<file path="config.mk">
export PLATFORM = sky130hd
export DESIGN_NAME = dinteg
export DESIGN_NICKNAME = d
export VERILOG_FILES = /design/src/rtl/dinteg.sv
export SDC_FILE = /design/constraint.sdc
export NUM_CORES = 1
export LEC_CHECK = 0
export CORE_UTILIZATION = 44
export CTS_BUF_LIST = sky130_fd_sc_hd__clkbuf_16
export DETAILED_ROUTE_END_ITERATION = 7
export MAX_ROUTING_LAYER = met4
export PLACE_DENSITY = 0.74
export SYNTH_ARGS = -nofsm -noshare
export SYNTH_HDL_FRONTEND = slang
export SYNTH_SLANG_ARGS = --single-unit
</file>
<file path="constraint.sdc">
create_clock -name clk -period 4 [get_ports clk]
set_input_delay 0.4 -clock clk [delete_from_list [all_inputs] [get_ports clk]]
set_output_delay 0.4 -clock clk [all_outputs]
set_load 0.01 [all_outputs]
</file>
<file path="src/rtl/dinteg.sv">
// Sign-magnitude running integrator Y(n) = Y(n-1) + D(n), saturating at +/-(2^WIDTH-1).
// Latency: 1 cycle from in_valid/load to out_valid with updated Y/Y_sign/sat.
// Backpressure: none; every valid sample is accepted, load/clr pre-empt a concurrent sample.
//
// Ports:
//   clk, rst          rising-edge clock, synchronous active-high reset
//   clr               clear accumulator to +0 and drop sat_sticky
//   load              preload accumulator with {ld_sign, ld_val}
//   in_valid, D,      difference sample (magnitude + sign, sign=1 negative)
//   D_sign
//   out_valid, Y,     registered reconstructed sample
//   Y_sign
//   sat               one-cycle pulse when the last update clamped
//   sat_sticky        latched saturation flag, cleared only by rst/clr
module dinteg #(
    parameter int WIDTH = 16
) (
    input  logic             clk,
    input  logic             rst,
    input  logic             clr,
    input  logic             load,
    input  logic [WIDTH-1:0] ld_val,
    input  logic             ld_sign,
    input  logic             in_valid,
    input  logic [WIDTH-1:0] D,
    input  logic             D_sign,
    output logic             out_valid,
    output logic [WIDTH-1:0] Y,
    output logic             Y_sign,
    output logic             sat,
    output logic             sat_sticky
);

    logic             d_neg;     // input sign with -0 folded to +0
    logic [WIDTH:0]   sum;       // one extra bit to catch magnitude overflow
    logic [WIDTH-1:0] nxt_mag;
    logic             raw_sign;
    logic             nxt_sign;
    logic             nxt_sat;

    always_comb begin
        d_neg    = D_sign & (D != '0);
        sum      = {1'b0, Y} + {1'b0, D};
        nxt_mag  = '0;
        raw_sign = 1'b0;
        nxt_sat  = 1'b0;

        if (Y_sign == d_neg) begin
            // Same sign: magnitudes add, clamp symmetric on either polarity.
            raw_sign = d_neg;
            if (sum[WIDTH]) begin
                nxt_mag = '1;
                nxt_sat = 1'b1;
            end else begin
                nxt_mag = sum[WIDTH-1:0];
            end
        end else if (Y >= D) begin
            // Opposite signs: larger magnitude keeps its sign; cannot overflow.
            nxt_mag  = Y - D;
            raw_sign = Y_sign;
        end else begin
            nxt_mag  = D - Y;
            raw_sign = d_neg;
        end

        // Never emit -0.
        nxt_sign = raw_sign & (nxt_mag != '0);
    end

    always_ff @(posedge clk) begin
        if (rst) begin
            Y          <= '0;
            Y_sign     <= 1'b0;
            out_valid  <= 1'b0;
            sat        <= 1'b0;
            sat_sticky <= 1'b0;
        end else if (clr) begin
            Y          <= '0;
            Y_sign     <= 1'b0;
            out_valid  <= 1'b0;
            sat        <= 1'b0;
            sat_sticky <= 1'b0;
        end else if (load) begin
            // Sticky flag deliberately survives a preload.
            Y         <= ld_val;
            Y_sign    <= ld_sign & (ld_val != '0);
            out_valid <= 1'b1;
            sat       <= 1'b0;
        end else if (in_valid) begin
            Y          <= nxt_mag;
            Y_sign     <= nxt_sign;
            out_valid  <= 1'b1;
            sat        <= nxt_sat;
            sat_sticky <= sat_sticky | nxt_sat;
        end else begin
            out_valid <= 1'b0;
            sat       <= 1'b0;
        end
    end

endmodule

</file>
# After elaboration in Yosys (flattened, before gate mapping)
# Cells that the tools add are included.
[op_classes]
n_addsub = 3
magnitude_cmp = 1
n_eq_ne = 1
n_mux = 13
n_bitwise = 6
reduce_logical = 7
[ops]
columns = ["cell", "count"]
rows = [
  ["$mux W16", 5],
  ["$reduce_bool A16 Y1", 3],
  ["$sub A16 B16 Y16", 2],
  ["$add A16 B16 Y17", 1],
  ["$ge A16 B16 Y1", 1],
  ["$mux W1", 8],
  ["$reduce_or A4 Y1", 1],
  ["$and A1 B1 Y1", 3],
  ["$not A1 Y1", 2],
  ["$reduce_and A2 Y1", 1],
  ["$reduce_bool A2 Y1", 1],
  ["$reduce_or A2 Y1", 1],
  ["$eq A1 B1 Y1", 1],
  ["$or A1 B1 Y1", 1],
]
[word_totals]
ff_bits = 20
inputBits = 39
out_inout_bits = 20

# Longest topological paths before layout
[logic_depth]
word_depth = 8
depth_mapped = 15
ltp_nobuf = 14

# Least setup slack after synthesis
# Ideal clock, no wire load.
[synth_path]
kind = "input to register"
from = "in D[14]"
to = "reg Y_sign"
t_arrival_ns = 3.169
t_required_ns = 3.873
path_slack_ns = 0.704
cell_stages = 14
path_cell_list = "inv_1 ha_1 buf_2 o21a_1 a21oi_1 o21a_1 and2_1 clkbuf_1 mux2_1 o32ai_1 o2bb2ai_1 or3_1 nor4_1 a31oi_1"
[synth_via]
elab_chain_len = 8
elab_cells_between_ends = 16
[synth_rtl]
columns = ["element", "line", "rtl"]
rows = [
  ["start, declared", "25", "input logic [WIDTH-1:0] D,"],
  ["branches (longest 5 deep; another with $add A16 B16 Y17)", "n/a", ""],
  ["$and A1 B1 Y1 *", "67", "nxt_sign = raw_sign & (nxt_mag != '0);"],
  ["$mux W1 *", "89", "end else if (in_valid) begin"],
  ["$mux W1 *", "83", "end else if (load) begin"],
  ["end signal, assigned", "86", "Y_sign <= ld_sign & (ld_val != '0);"],
  ["end signal, assigned", "91", "Y_sign <= nxt_sign;"],
  ["end, declared", "29", "output logic Y_sign,"],
]
# Every way passes the cells marked *. The select of a mux whose other input is x is not followed.
# A chain may end at the register's enable or synchronous reset.

# Worst setup path after layout
[layout_path]
from = "in D[0]"
to = "reg Y_sign"
[layout_via]
elab_chain_len = 8
elab_cells_between_ends = 16
[layout_rtl]
columns = ["element", "line"]
rows = [
  ["branches (longest 5 deep; another with $sub A16 B16 Y16)", "n/a"],
  ["$and A1 B1 Y1 *", "67"],
  ["$mux W1 *", "89"],
  ["$mux W1 *", "83"],
]
# Marks and branches as above.

==> impl_metrics.yaml <==
critical_path:
  crit_slowest_cell: "clkdlybuf4s50_1"
  critPathKind: "in2reg"
  worstPathMaxFanout: 4
  cp-start-kind: "input pin"
  r2r_cells: 11
  cp_cell_sequence: "clkdlybuf4s50_1, inv_1, ha_1, inv_1, fa_1, a211o_1, a2111o_1, a311o_1, mux2i_1, mux2i_1, xnor2_1, nand4bb_1, nor4_1, a31oi_1"
  end_kind: "flop"
  cp.required_ns: 4.12
  max_stage_delay_ns: 0.50
  critPathArrivalTime_ns: 3.99
clock_tree:
  insertion_delay_ns: 0.25
  cts_root_buffer: "clkbuf_16"
  cts_buffer_depth: 2
  cts_setup_buffers: 0
  cts_tree: "done"
  h-tree-depth: 1
  cts_made_buffers: 3
  path_clk_slew_ns: 0.06
  cts_hold_buf: 0
  cts_resized: 0
  clkSinkCount: 20
sta:
  setup_violations: 0
  hold_viol: 0
  slew-limit-headroom_pct: 65.4
  rsz0062_at_grt: "false"
  clock_skew_ns: 0.00132
  holdWs_ns: 0.469
  min_period_over_period_pct: 96.7
  slew_violations: 0
  fin_crit_ns: 3.87
  max_freq_mhz: 258
  max_slew.worst_pin.slew_ns: 0.517
route:
  vias_per_cell: 6.04
  drt_iter0_drc: 337
  wl_per_cell_um: 19.4
  routed_wl_um: 14200
  vias: 4415
  drtAntennaViolNets: 0
  first_pass_iters: 5
  drc: 0
die:
  num_io_pins: 59
  dieWidth_um: 93.7
  num_rows: 33
  die_h_um: 93.7
  dieArea_um2: 8790
  core_area_um2: 8180
  initial_utilization_pct: 45.3
final_layout:
  final_cells: 731
  nets: 719
  final_layout_size_suffix_gt1_share_pct: 18.2
  final_area_um2: 5030
  layout_commonest_cell: "buf_4"
  synthToLayoutAreaGrowth_pct: 36.0
  mostFrequentLayoutCells: "buf_4 (87), clkdlybuf4s50_1 (58), nor2_1 (53), ha_1 (50), inv_1 (44)"
  antenna_cells: 0
synthesis:
  synth_top_cell_by_area: "ha_1"
  synthMuxAreaShare_pct: 4.46
  syn_inst: 503
  ys_seq_area_share_pct: 10.8
  synth-compound-area-share_pct: 35.3
  ys_types: 76
  synth_fa_ha_area_share_pct: 18.5
  synthFlopType: "dfxtp_1"
  syn_area_um2: 3700
  async_reset_ff_share_pct: 0
  synthSimpleGateAreaFrac_pct: 22.0
  yosys.area_share.xor_xnor_pct: 0.912
  synth_top_family_by_area: "compound AO/OA/AOI/OAI gates"
  synth_seq_cells: 20
  avgSynthCellArea_um2: 7.36
  syn_nets: 595
  synth_edf_count: 0
  synth_top_area_share_pct: 16.9
  ys_warn_count: 0
  synth_top_cells_by_area: "ha_1 (17%), dfxtp_1 (11%), a21oi_1 (5.4%)"
power:
  power.internal_uw: 652
  power_mw: 1.09
  seqPwrFrac_pct: 20.6
  ir_drop_v: 0.000248
  p_sw_share_pct: 40.3
  power.switching_uw: 440
  clkPwrFrac_pct: 19.2
  p_comb_share_pct: 60.2
  leakage_nw: 2.27
  power.density_nw_per_um2: 217
grt:
  overflow: 0
  grt_max_degree: 30
  grt_util_all_layers_pct: 33.6
  grt_pass1_vias: 4226
  antenna_found_initial: 0
  grt_first_pass_wirelength_um: 22000
flow_run:
  maxCapViolCount: 0
run_status:
  run_status: "finished, final reports clean"
placement:
  port_buffers: 58
  place_congestion: 0.965
  place_inst: 727
  placed_area_um2: 4940
  detailed_place_hpwl_um: 11900
worst_hold_path:
  hold_path.class: "reg2reg"
  worstHoldPathCells: 1
-- state kept, by name (all words and copies together), names as in the netlist --
name        flops
Y_sign          1
sat_sticky      1
out_valid       1
Y              16
sat             1
-- power by group through the flow --
stage / sequential, mW / combinational, mW / clock (mW)
6_report: 0.225 / 0.657 / 0.210
5_1_grt: 0.226 / 0.707 / 0.215
4_1_cts: 0.224 / 0.644 / 0.209
3_5_place_dp: 0.228 / 0.639 / 0
3_3_place_gp: 0.228 / 0.639 / 0
2_1_floorplan: 0.228 / 0.349 / 0
-- routing by layer --
layer	share of wire, %	track usage, %
met1	46	47.0
met2	43	51.8
met3	7.2	1.70
met4	3.3	10.5
met5	0	-
-- per-stage QoR --
step	util [%]	worst slack (ns)	setup TNS (ns)
final	61.6	0.131	0
after global routing	61.6	0.0194	0
after CTS	61.4	0.182	0
after detailed placement	60.5	-0.0580	-0.0580
after global placement	60.5	-0.00577	-0.00577
after floorplan	-	0.704	0
-- final timing paths --
kind,start,slack [ns],endpoint
max,D[0],0.13,Y_sign
min,sat_sticky,0.47,sat_sticky
max reg2reg,Y[1],0.35,Y_sign
min reg2reg,sat_sticky,0.47,sat_sticky
-- critical path: cells and delay by family --
| kind | cells | cell delay, ns |
|---|---|---|
| AOI/OAI and AO/OA | 4 | 1.20 |
| buffers and inverters | 3 | 0.68 |
| adders and majority gates | 2 | 0.58 |
| and+or+nand+nor | 2 | 0.48 |
| muxes | 2 | 0.34 |
| xor gates and xnor gates | 1 | 0.32 |
-- Yosys cell counts (6+ instances only) --
cell and instances:
o21a_1 11, mux2i_1 12, nor2_1 53, nor3_1 12, a31oi_1 11, clkbuf_1 14
buf_2 10, a211oi_1 8, nand3_1 6, a21o_1 11, nor2b_1 7, nor4_1 8
dfxtp_1 20, a21oi_1 40, o21ai_0 26, nand2_1 29, or3_1 7, ha_1 50
inv_1 44, nand2b_1 7
-- kinds of logic (layout without fill, tap and decap cells) --
group,Yosys count,in the layout
buffers and inverters,71,194
DFF,20,20
muxes,16,16
xor gates and xnor gates,3,3
and+or+nand+nor,161,161
AOI/OAI and AO/OA,179,179
adders and majority gates,53,53
-- final cells by class --
class                   instances  area (um^2)
fillers                       782         3140
multi-input cells             412         3020
repair buffers                145         1230
flip-flops and latches         20          400
inverters                      45          169
well taps                     105          131
clock buffers                   3         75.1
clock inverters                 1         3.75
No activity file was read; power rests on OpenSTA's default activity.
